## config.mk

```make
export PLATFORM = sky130hd
export DESIGN_NAME = debounce
export DESIGN_NICKNAME = d
export VERILOG_FILES = /design/src/rtl/debounce_pkg.sv /design/src/rtl/tick_gen.sv /design/src/rtl/debounce.sv
export SDC_FILE = /design/constraint.sdc
export NUM_CORES = 1
export LEC_CHECK = 0
export BUFFER_PORTS_ARGS = -buffer_cell sky130_fd_sc_hd__buf_4
export CAP_MARGIN = 30
export CORE_MARGIN = 4
export CORE_UTILIZATION = 50
export CTS_BUF_LIST = sky130_fd_sc_hd__clkbuf_4
export DETAILED_ROUTE_END_ITERATION = 8
export GPL_ROUTABILITY_DRIVEN = 1
export PLACE_DENSITY_LB_ADDON = 0.3
export RECOVER_POWER = 100
export SLEW_MARGIN = 5
export SYNTH_ARGS = -nofsm -noshare
export SYNTH_HDL_FRONTEND = slang
export SYNTH_SLANG_ARGS = --single-unit
```

## constraint.sdc

```tcl
create_clock -name clk -period 2.9 [get_ports clk]
set_clock_uncertainty 0.05 [all_clocks]
set_input_delay 0.58 -clock clk [delete_from_list [all_inputs] [get_ports clk]]
set_output_delay 0.58 -clock clk [all_outputs]
set_load 0.05 [all_outputs]
```

## src/rtl/debounce_pkg.sv

```systemverilog
// Shared types for the push-button debouncer: FSM state encoding and counter sizing.
// Reused by any block that needs to interpret the debouncer's state.
package debounce_pkg;

  localparam logic [1:0] ENC_REL    = 2'b00;
  localparam logic [1:0] ENC_WAIT_P = 2'b01;
  localparam logic [1:0] ENC_PRESS  = 2'b10;
  localparam logic [1:0] ENC_WAIT_R = 2'b11;

  typedef enum logic [1:0] {
    REL    = ENC_REL,
    WAIT_P = ENC_WAIT_P,
    PRESS  = ENC_PRESS,
    WAIT_R = ENC_WAIT_R
  } state_t;

  // One spare bit so STABLE_TICKS itself is representable.
  function automatic int cnt_width(input int stable_ticks);
    return $clog2(stable_ticks) + 1;
  endfunction

endpackage

```

## src/rtl/tick_gen.sv

```systemverilog
// Free-running prescaler: tick is high for one cycle out of every DIV (combinational decode).
// Never restarted except by reset; DIV must be at least 2.
module tick_gen #(
  parameter int DIV = 12000
) (
  input  logic clk,
  input  logic reset_n,
  output logic tick
);

  localparam int W = (DIV > 1) ? $clog2(DIV) : 1;
  localparam logic [W-1:0] LAST = W'(DIV - 1);

  logic [W-1:0] r_count;

  assign tick = (r_count == LAST);

  always_ff @(posedge clk or negedge reset_n) begin
    if (!reset_n) begin
      r_count <= '0;
    end else if (tick) begin
      r_count <= '0;
    end else begin
      r_count <= r_count + W'(1);
    end
  end

endmodule

```

## src/rtl/debounce.sv

```systemverilog
// Push-button debouncer: 2-flop sync, tick-sampled stability FSM, registered level/rise(/fall).
// Commit after STABLE_TICKS agreeing ticks; fall pulse exists only with DEBOUNCE_FALL_PULSE_EN.
module debounce
  import debounce_pkg::*;
#(
  parameter int TICK_DIV      = 12000,
  parameter int STABLE_TICKS  = 10,
  parameter bit ACTIVE_LOW_IN = 1'b1
) (
  input  logic clk,
  input  logic reset_n,
  input  logic btn_raw,
  output logic level,
  output logic rise
`ifdef DEBOUNCE_FALL_PULSE_EN
  ,
  output logic fall
`endif
);

  localparam int CW = cnt_width(STABLE_TICKS);
  localparam logic [CW-1:0] LAST_CNT = CW'(STABLE_TICKS - 1);

  logic [1:0]    r_sync;
  logic          w_s;
  logic          w_tick;
  state_t        r_state;
  logic [CW-1:0] r_cnt;
  logic          r_level;
  logic          r_rise;
`ifdef DEBOUNCE_FALL_PULSE_EN
  logic          r_fall;
`endif

  // Synchroniser resets to the idle pin level so reset release never looks like a press.
  always_ff @(posedge clk or negedge reset_n) begin
    if (!reset_n) begin
      r_sync <= {2{ACTIVE_LOW_IN}};
    end else begin
      r_sync <= {r_sync[0], btn_raw};
    end
  end

  assign w_s = r_sync[1] ^ ACTIVE_LOW_IN;

  tick_gen #(
    .DIV(TICK_DIV)
  ) u_tick_gen (
    .clk    (clk),
    .reset_n(reset_n),
    .tick   (w_tick)
  );

  always_ff @(posedge clk or negedge reset_n) begin
    if (!reset_n) begin
      r_state <= REL;
      r_cnt   <= '0;
      r_level <= 1'b0;
      r_rise  <= 1'b0;
`ifdef DEBOUNCE_FALL_PULSE_EN
      r_fall  <= 1'b0;
`endif
    end else begin
      r_rise <= 1'b0;
`ifdef DEBOUNCE_FALL_PULSE_EN
      r_fall <= 1'b0;
`endif
      case (r_state)
        REL: begin
          r_cnt <= '0;
          if (w_tick && w_s) begin
            if (STABLE_TICKS == 1) begin
              r_state <= PRESS;
              r_level <= 1'b1;
              r_rise  <= 1'b1;
            end else begin
              r_state <= WAIT_P;
              r_cnt   <= CW'(1);
            end
          end
        end
        WAIT_P: begin
          if (!w_s) begin
            r_state <= REL;
            r_cnt   <= '0;
          end else if (w_tick) begin
            if (r_cnt == LAST_CNT) begin
              r_state <= PRESS;
              r_cnt   <= '0;
              r_level <= 1'b1;
              r_rise  <= 1'b1;
            end else begin
              r_cnt <= r_cnt + CW'(1);
            end
          end
        end
        PRESS: begin
          r_cnt <= '0;
          if (w_tick && !w_s) begin
            if (STABLE_TICKS == 1) begin
              r_state <= REL;
              r_level <= 1'b0;
`ifdef DEBOUNCE_FALL_PULSE_EN
              r_fall  <= 1'b1;
`endif
            end else begin
              r_state <= WAIT_R;
              r_cnt   <= CW'(1);
            end
          end
        end
        WAIT_R: begin
          if (w_s) begin
            r_state <= PRESS;
            r_cnt   <= '0;
          end else if (w_tick) begin
            if (r_cnt == LAST_CNT) begin
              r_state <= REL;
              r_cnt   <= '0;
              r_level <= 1'b0;
`ifdef DEBOUNCE_FALL_PULSE_EN
              r_fall  <= 1'b1;
`endif
            end else begin
              r_cnt <= r_cnt + CW'(1);
            end
          end
        end
        default: begin
          r_state <= REL;
          r_cnt   <= '0;
          r_level <= 1'b0;
        end
      endcase
    end
  end

  assign level = r_level;
  assign rise  = r_rise;
`ifdef DEBOUNCE_FALL_PULSE_EN
  assign fall  = r_fall;
`endif

endmodule

```

# [Word-level counts from Yosys, hierarchy flattened]
# Cells that the tools add are included.
[word_totals] regBits=25 in_bits=3 out_inout_bits=2 word_cells=60
[op_classes] add_sub_neg=2 n_eq_ne=17 n_mux=28 bitwise=1 reduce_logical=6
[ops] op="$mux W5" count=4
[ops] op="$pmux W5 S4" count=1
[ops] op="$mux W2" count=8
[ops] op="$ne A2 B2 Y1 const B" count=8
[ops] op="$add A14 B1 Y14 const B" count=1
[ops] op="$eq A14 B14 Y1 const B" count=1
[ops] op="$mux W14" count=1
[ops] op="$mux W1" count=12
[ops] op="$ne A3 B3 Y1 const B" count=4
[ops] op="$pmux W2 S4" count=1
[ops] op="$reduce_and A7 Y1" count=1
[ops] op="$reduce_and A6 Y1" count=1
[ops] op="$add A5 B1 Y5 const B" count=1
[ops] op="$eq A5 B4 Y1 const B" count=1
[ops] op="$eq A2 B2 Y1 const B" count=2
[ops] op="$eq A2 B1 Y1 const B" count=1
[ops] op="$logic_and A1 B1 Y1" count=2
[ops] op="$logic_not A2 Y1" count=1
[ops] op="$pmux W1 S2" count=1
[ops] op="$reduce_bool A2 Y1" count=1
[ops] op="$not A1 Y1" count=1

# [Logic depth before layout (Yosys ltp)]
[logic_depth] word_depth=5 depth_mapped=6 mapped_depth_nobuf=6

# [Cells and area by module]
# From an unflattened synthesis, not the netlist that was laid out.
[hier_totals] hier_cells=118 hier_area_um2=1244.9
[by_module_without_submodules] mod="tick_gen" instances=1 cells_each=70 area_each_um2=710.7 seq_area_each_um2=350.3
[by_module_without_submodules] mod="debounce" instances=1 cells_each=48 area_each_um2=534.3 seq_area_each_um2=277.8

# [Worst setup path after synthesis]
# OpenSTA, ideal clock, no wires.
[synth_path] path_type="register -> register" from="reg u_tick_gen.r_count[5]" to="reg r_cnt[4]" setup_ns=0.077 arrival_time_ns=2.168 required_time_ns=2.773 setup_slack_ns=0.604 path_stages_with_launch=6 n_path_buf=1 synth_period_minus_slack_ns=2.296 path_cell_list="dfrtp_1 or4b_4 or4_4 buf_6 or4_1 a21oi_1"
[synth_via] elab_chain_len=4 word_cells_on_any_way=5 cone_classes="1 x eq/ne; 4 x mux"
[synth_rtl] element="start: declaration" line="tick_gen.sv:14" text="logic [W-1:0] r_count;"
[synth_rtl] element="start signal: assignment" line="tick_gen.sv:24" text="r_count <= r_count + W'(1);"
[synth_rtl] element="$eq A14 B14 Y1 *" line="tick_gen.sv:16" text="assign tick = (r_count == LAST);"
[synth_rtl] element="$mux W5 *"
[synth_rtl] element="$mux W5 (on tied branches)"
[synth_rtl] element="$pmux W5 S4 *" line="debounce.sv:68" text="case (r_state)"
[synth_rtl] element="end signal: assignment" line="debounce.sv:93" text="r_cnt <= r_cnt + CW'(1);"
[synth_rtl] element="end signal: assignment" line="debounce.sv:125" text="r_cnt <= r_cnt + CW'(1);"
[synth_rtl] element="end: declaration" line="debounce.sv:28" text="logic [CW-1:0] r_cnt;"
# Mark *: on every way between the ends. The rest lies on a longest branch, timed or not.
# A chain may end at the register's enable or synchronous reset.

# [Final worst setup path]
[layout_path] from="reg u_tick_gen.r_count[5]" to="reg r_cnt[2]"
# The elaborated chain is that of the path after synthesis.

==> impl_metrics.csv <==
group,metric,value,unit
hold_path,min_path_type,"in -> reg",
sta,fmax,0.399,GHz
global_route,grt_antenna_before_repair,0,
critical_path,crit_path_max_incr_delay,0.70,ns
global_route,grt_start_max_net_pins,26,
placed_design,place_hpwl,1.46,mm
logic_synthesis,ys_async_sr_fraction,1.00,
detailed_routing,drt-total-wl,1.99,mm
logic_synthesis,ys.flop_type,"dfrtp_1",
critical_path,rr_startpoint,"u_tick_gen.r_count[5]$_DFF_PN0_",
clocking,h-tree-depth,1,
clocking,cts_tree,"yes",
sta,fin_tns_setup,0,ns
power,vdd_drop_max,0.000309,V
logic_synthesis,ys_seq_elements,25,
power,switching_share,0.212,
final_layout,stdcell_count,146,
sta,maxSlewViolCount,0,
logic_synthesis,synth-warning-count,0,
clocking,cts.clk_slew.worst_paths,0.14,ns
critical_path,crit_path_start,"u_tick_gen.r_count[5]$_DFF_PN0_",
power,combPwrFrac,0.017,
sta,period_minus_slack,2.50,ns
detailed_routing,drt_iter0_drc,32,
floorplanning,die_y,56.2,microns
placed_design,placedCellCount,142,
critical_path,cp_data_arrival_time,2.69,ns
power,pwr-share-seq,0.685,
logic_synthesis,syn_area_per_cell,10.7,sq um
critical_path,worstSetupPathType,"reg -> reg",
power,clkPwrFrac,0.298,
critical_path,path_max_fanout,11,
power,p_sw,0.109,mW
clocking,root_buffer,"clkbuf_4",
floorplanning,io_pins,5,
floorplanning,row_count,17,
clocking,clock-sinks,25,
detailed_routing,post-route-drc-count,0,
critical_path,r2r_end,"r_cnt[2]$_DFF_PN0_",
clocking,clk_path_buf_depth,2,
logic_synthesis,syn_area,0.00116,sq mm
critical_path,required,3.09,ns
detailed_routing,avgViaCountPerCell,5.78,
power,leakagePower,0.538,nW
sta,fin_crit_sh,0.864,
sta,hold_violations,0,
critical_path,cp-endpoint,"r_cnt[2]$_DFF_PN0_",
clocking,ctsResizeCount,0,
placed_design,place.gp.congestion,0.895,
final_layout,fin_nets,125,
logic_synthesis,syn-num-nets,115,
clocking,cts_hold_buf,0,
logic_synthesis,synth-seq-area-share,0.541,
floorplanning,initial_core_util,0.525,
sta,finalSetupViolCount,0,
final_layout,drive_gt1_frac,0.110,
run_status,status,"completed",
detailed_routing,wl_per_cell,13.6,microns
logic_synthesis,syn_inst,109,
run,maxCapViolations,0,
logic_synthesis,yosysTopAreaCellShare,0.496,
floorplanning,die_x,56.2,microns
power,cell_internal_pwr,0.405,mW
critical_path,reg2regPathDepth,4,
logic_synthesis,yosysMostFrequentCell,"dfrtp_1",
critical_path,crit_buf_inv,0,
logic_synthesis,synthTopCellsByArea,"dfrtp_1, dfstp_2, xnor2_1",
clocking,cts_setup_buffers,0,
global_route,grt_usage,0.140,
logic_synthesis,synth_cell_types,32,
critical_path,crit_slowest_cell,"or4_1",
final_layout,syn2layout_area_growth,6.90,%
critical_path,critical_path.top_delay_family,"simple AND/OR/NAND/NOR gates",
floorplanning,die-area,0.00316,sq mm
logic_synthesis,synth_edf_count,0,
placed_design,placement.io_buffers,4,
critical_path,path_cells,"or4b_4 -> or4_1 -> or4_1 -> a21oi_1",
critical_path,r2r_slack,0.40,ns
critical_path,cpMostUsedCell,"or4_1",
final_layout,antennaDiodeCount,0,
critical_path,endpoint_kind,"flop",
detailed_routing,ant_nets,0,
floorplanning,core-area,0.00221,sq mm
detailed_routing,dr_total_vias,844,
clocking,clk_latency,0.31,ns
sta,slew-limit-headroom,0.121,
sta,rsz0062_at_grt,"false",
detailed_routing,drt_pre_antenna_iters,4,
global_route,grt_first_pass_wirelength,3.57,mm
logic_synthesis,ys_top_cells_by_count,"dfrtp_1, nand2_1, nor2_1",
power,power_density,414,mW/mm^2
global_route,grt_pass1_vias,804,
critical_path,cp-start-kind,"flop",
sta,worstMarginPinSlew,1.32,ns
logic_synthesis,yosys.area.top_type,"dfrtp_1",
critical_path,worstSetupPathDepth,4,
global_route,grt_overflow,0,
final_layout,fillers,200,
clocking,numCtsBuffers,3,
layout by cell type, fill, tap and decap left out, drive strengths merged:
cell type,Yosys,final
and2,2,2
a211o,1,1
nor4bb,1,1
clkbuf,1,9
nand2,10,10
dfrtp,23,23
dfstp,2,2
nand4,2,2
nand3,8,8
clkinvlp,0,1
o22a,1,1
o211a,1,1
or4,3,3
a31o,1,1
a21boi,1,1
xor2,5,5
nor2,9,9
a21oi,5,5
a311oi,1,1
o21ai,5,5
or4b,1,1
nor4,5,5
o31ai,1,1
mux2i,1,1
buf,1,1
a41oi,1,1
ha,3,3
inv,4,4
nor3,3,3
xnor2,5,5
or3,2,2
worst register-to-register path, delay by kind of cell, from the launching register on:
family          cells  cell delay [ns]
simple gates        3             1.77
compound gates      1             0.17
flops               1             0.44
per-stage QoR:
stage / setup WS, ns / area (sq um) / hold slack, ns / power [mW] / utilization
final: 0.395 / 1240 / 0.304 / 0.514 / 0.561
after global routing: 0.286 / 1240 / 0.279 / 0.539 / 0.561
after CTS: 0.520 / 1270 / 0.0870 / 0.524 / 0.574
after detailed placement: 0.577 / 1240 / 0.299 / 0.369 / 0.561
after global placement: 0.622 / 1240 / 0.295 / 0.368 / 0.561
after floorplan: 0.604 / 1160 / 0.234 / 0.359 / -
final cells by class:
cell class	count	area (sq um)	area share
Clock buffer	3	22.5	0.0181
Clock inverter	1	7.51	0.00605
Inverter	4	15.0	0.0121
Multi-Input combinational cell	78	499	0.402
Sequential cell	25	628	0.506
Tap cell	28	35.0	0.0282
Timing Repair Buffer	7	33.8	0.0272
flip-flops by register name, indices dropped and copies added, names as in the netlist, named ones only:
name                count
level                   1
r_sync                  2
r_state                 1
u_tick_gen.r_count     14
r_cnt                   5
rise                    1
worst min path at each step:
stage,depth (start not counted),start,slack [ns],end
after floorplan,0,reset_n,0.23,asynchronous set/reset pin
after global placement,0,r_sync[0]$_DFF_PN1_,0.30,r_sync[1]$_DFF_PN1_
after detailed placement,0,r_sync[0]$_DFF_PN1_,0.30,r_sync[1]$_DFF_PN1_
after CTS,1,reset_n,0.09,r_cnt[4]$_DFF_PN0_
after global routing,1,btn_raw,0.28,r_sync[0]$_DFF_PN1_
final,1,btn_raw,0.30,r_sync[0]$_DFF_PN1_
power by group through the flow:
| stage | registers (mW) | logic, mW | clock network, mW |
|---|---|---|---|
| floorplan | 0.359 | 0.000955 | 0 |
| global placement | 0.359 | 0.00974 | 0 |
| detailed placement | 0.359 | 0.0101 | 0 |
| CTS | 0.352 | 0.0101 | 0.162 |
| global route | 0.353 | 0.0105 | 0.176 |
| finish | 0.352 | 0.00876 | 0.153 |
layer usage:
metal | vias up | wire (microns) | track usage
met5 | - | 0 | 0
met4 | 0 | 0 | 0.0610
met3 | 0 | 63 | 0.0209
met2 | 14 | 1000 | 0.230
met1 | 422 | 922 | 0.183
li1 | 408 | - | -
cell families (layout without fill, tap and decap cells):
family          Yosys count  count (layout)  share of synthesized area
flops                    25              25                      0.541
fa+ha+maj                 3               3                     0.0323
simple gates             46              46                      0.214
buf+inv                   6              15                     0.0259
mux                       1               1                    0.00862
xor+xnor                 10              10                     0.0754
compound gates           18              18                      0.102
Power figures use the tool's default switching activity.
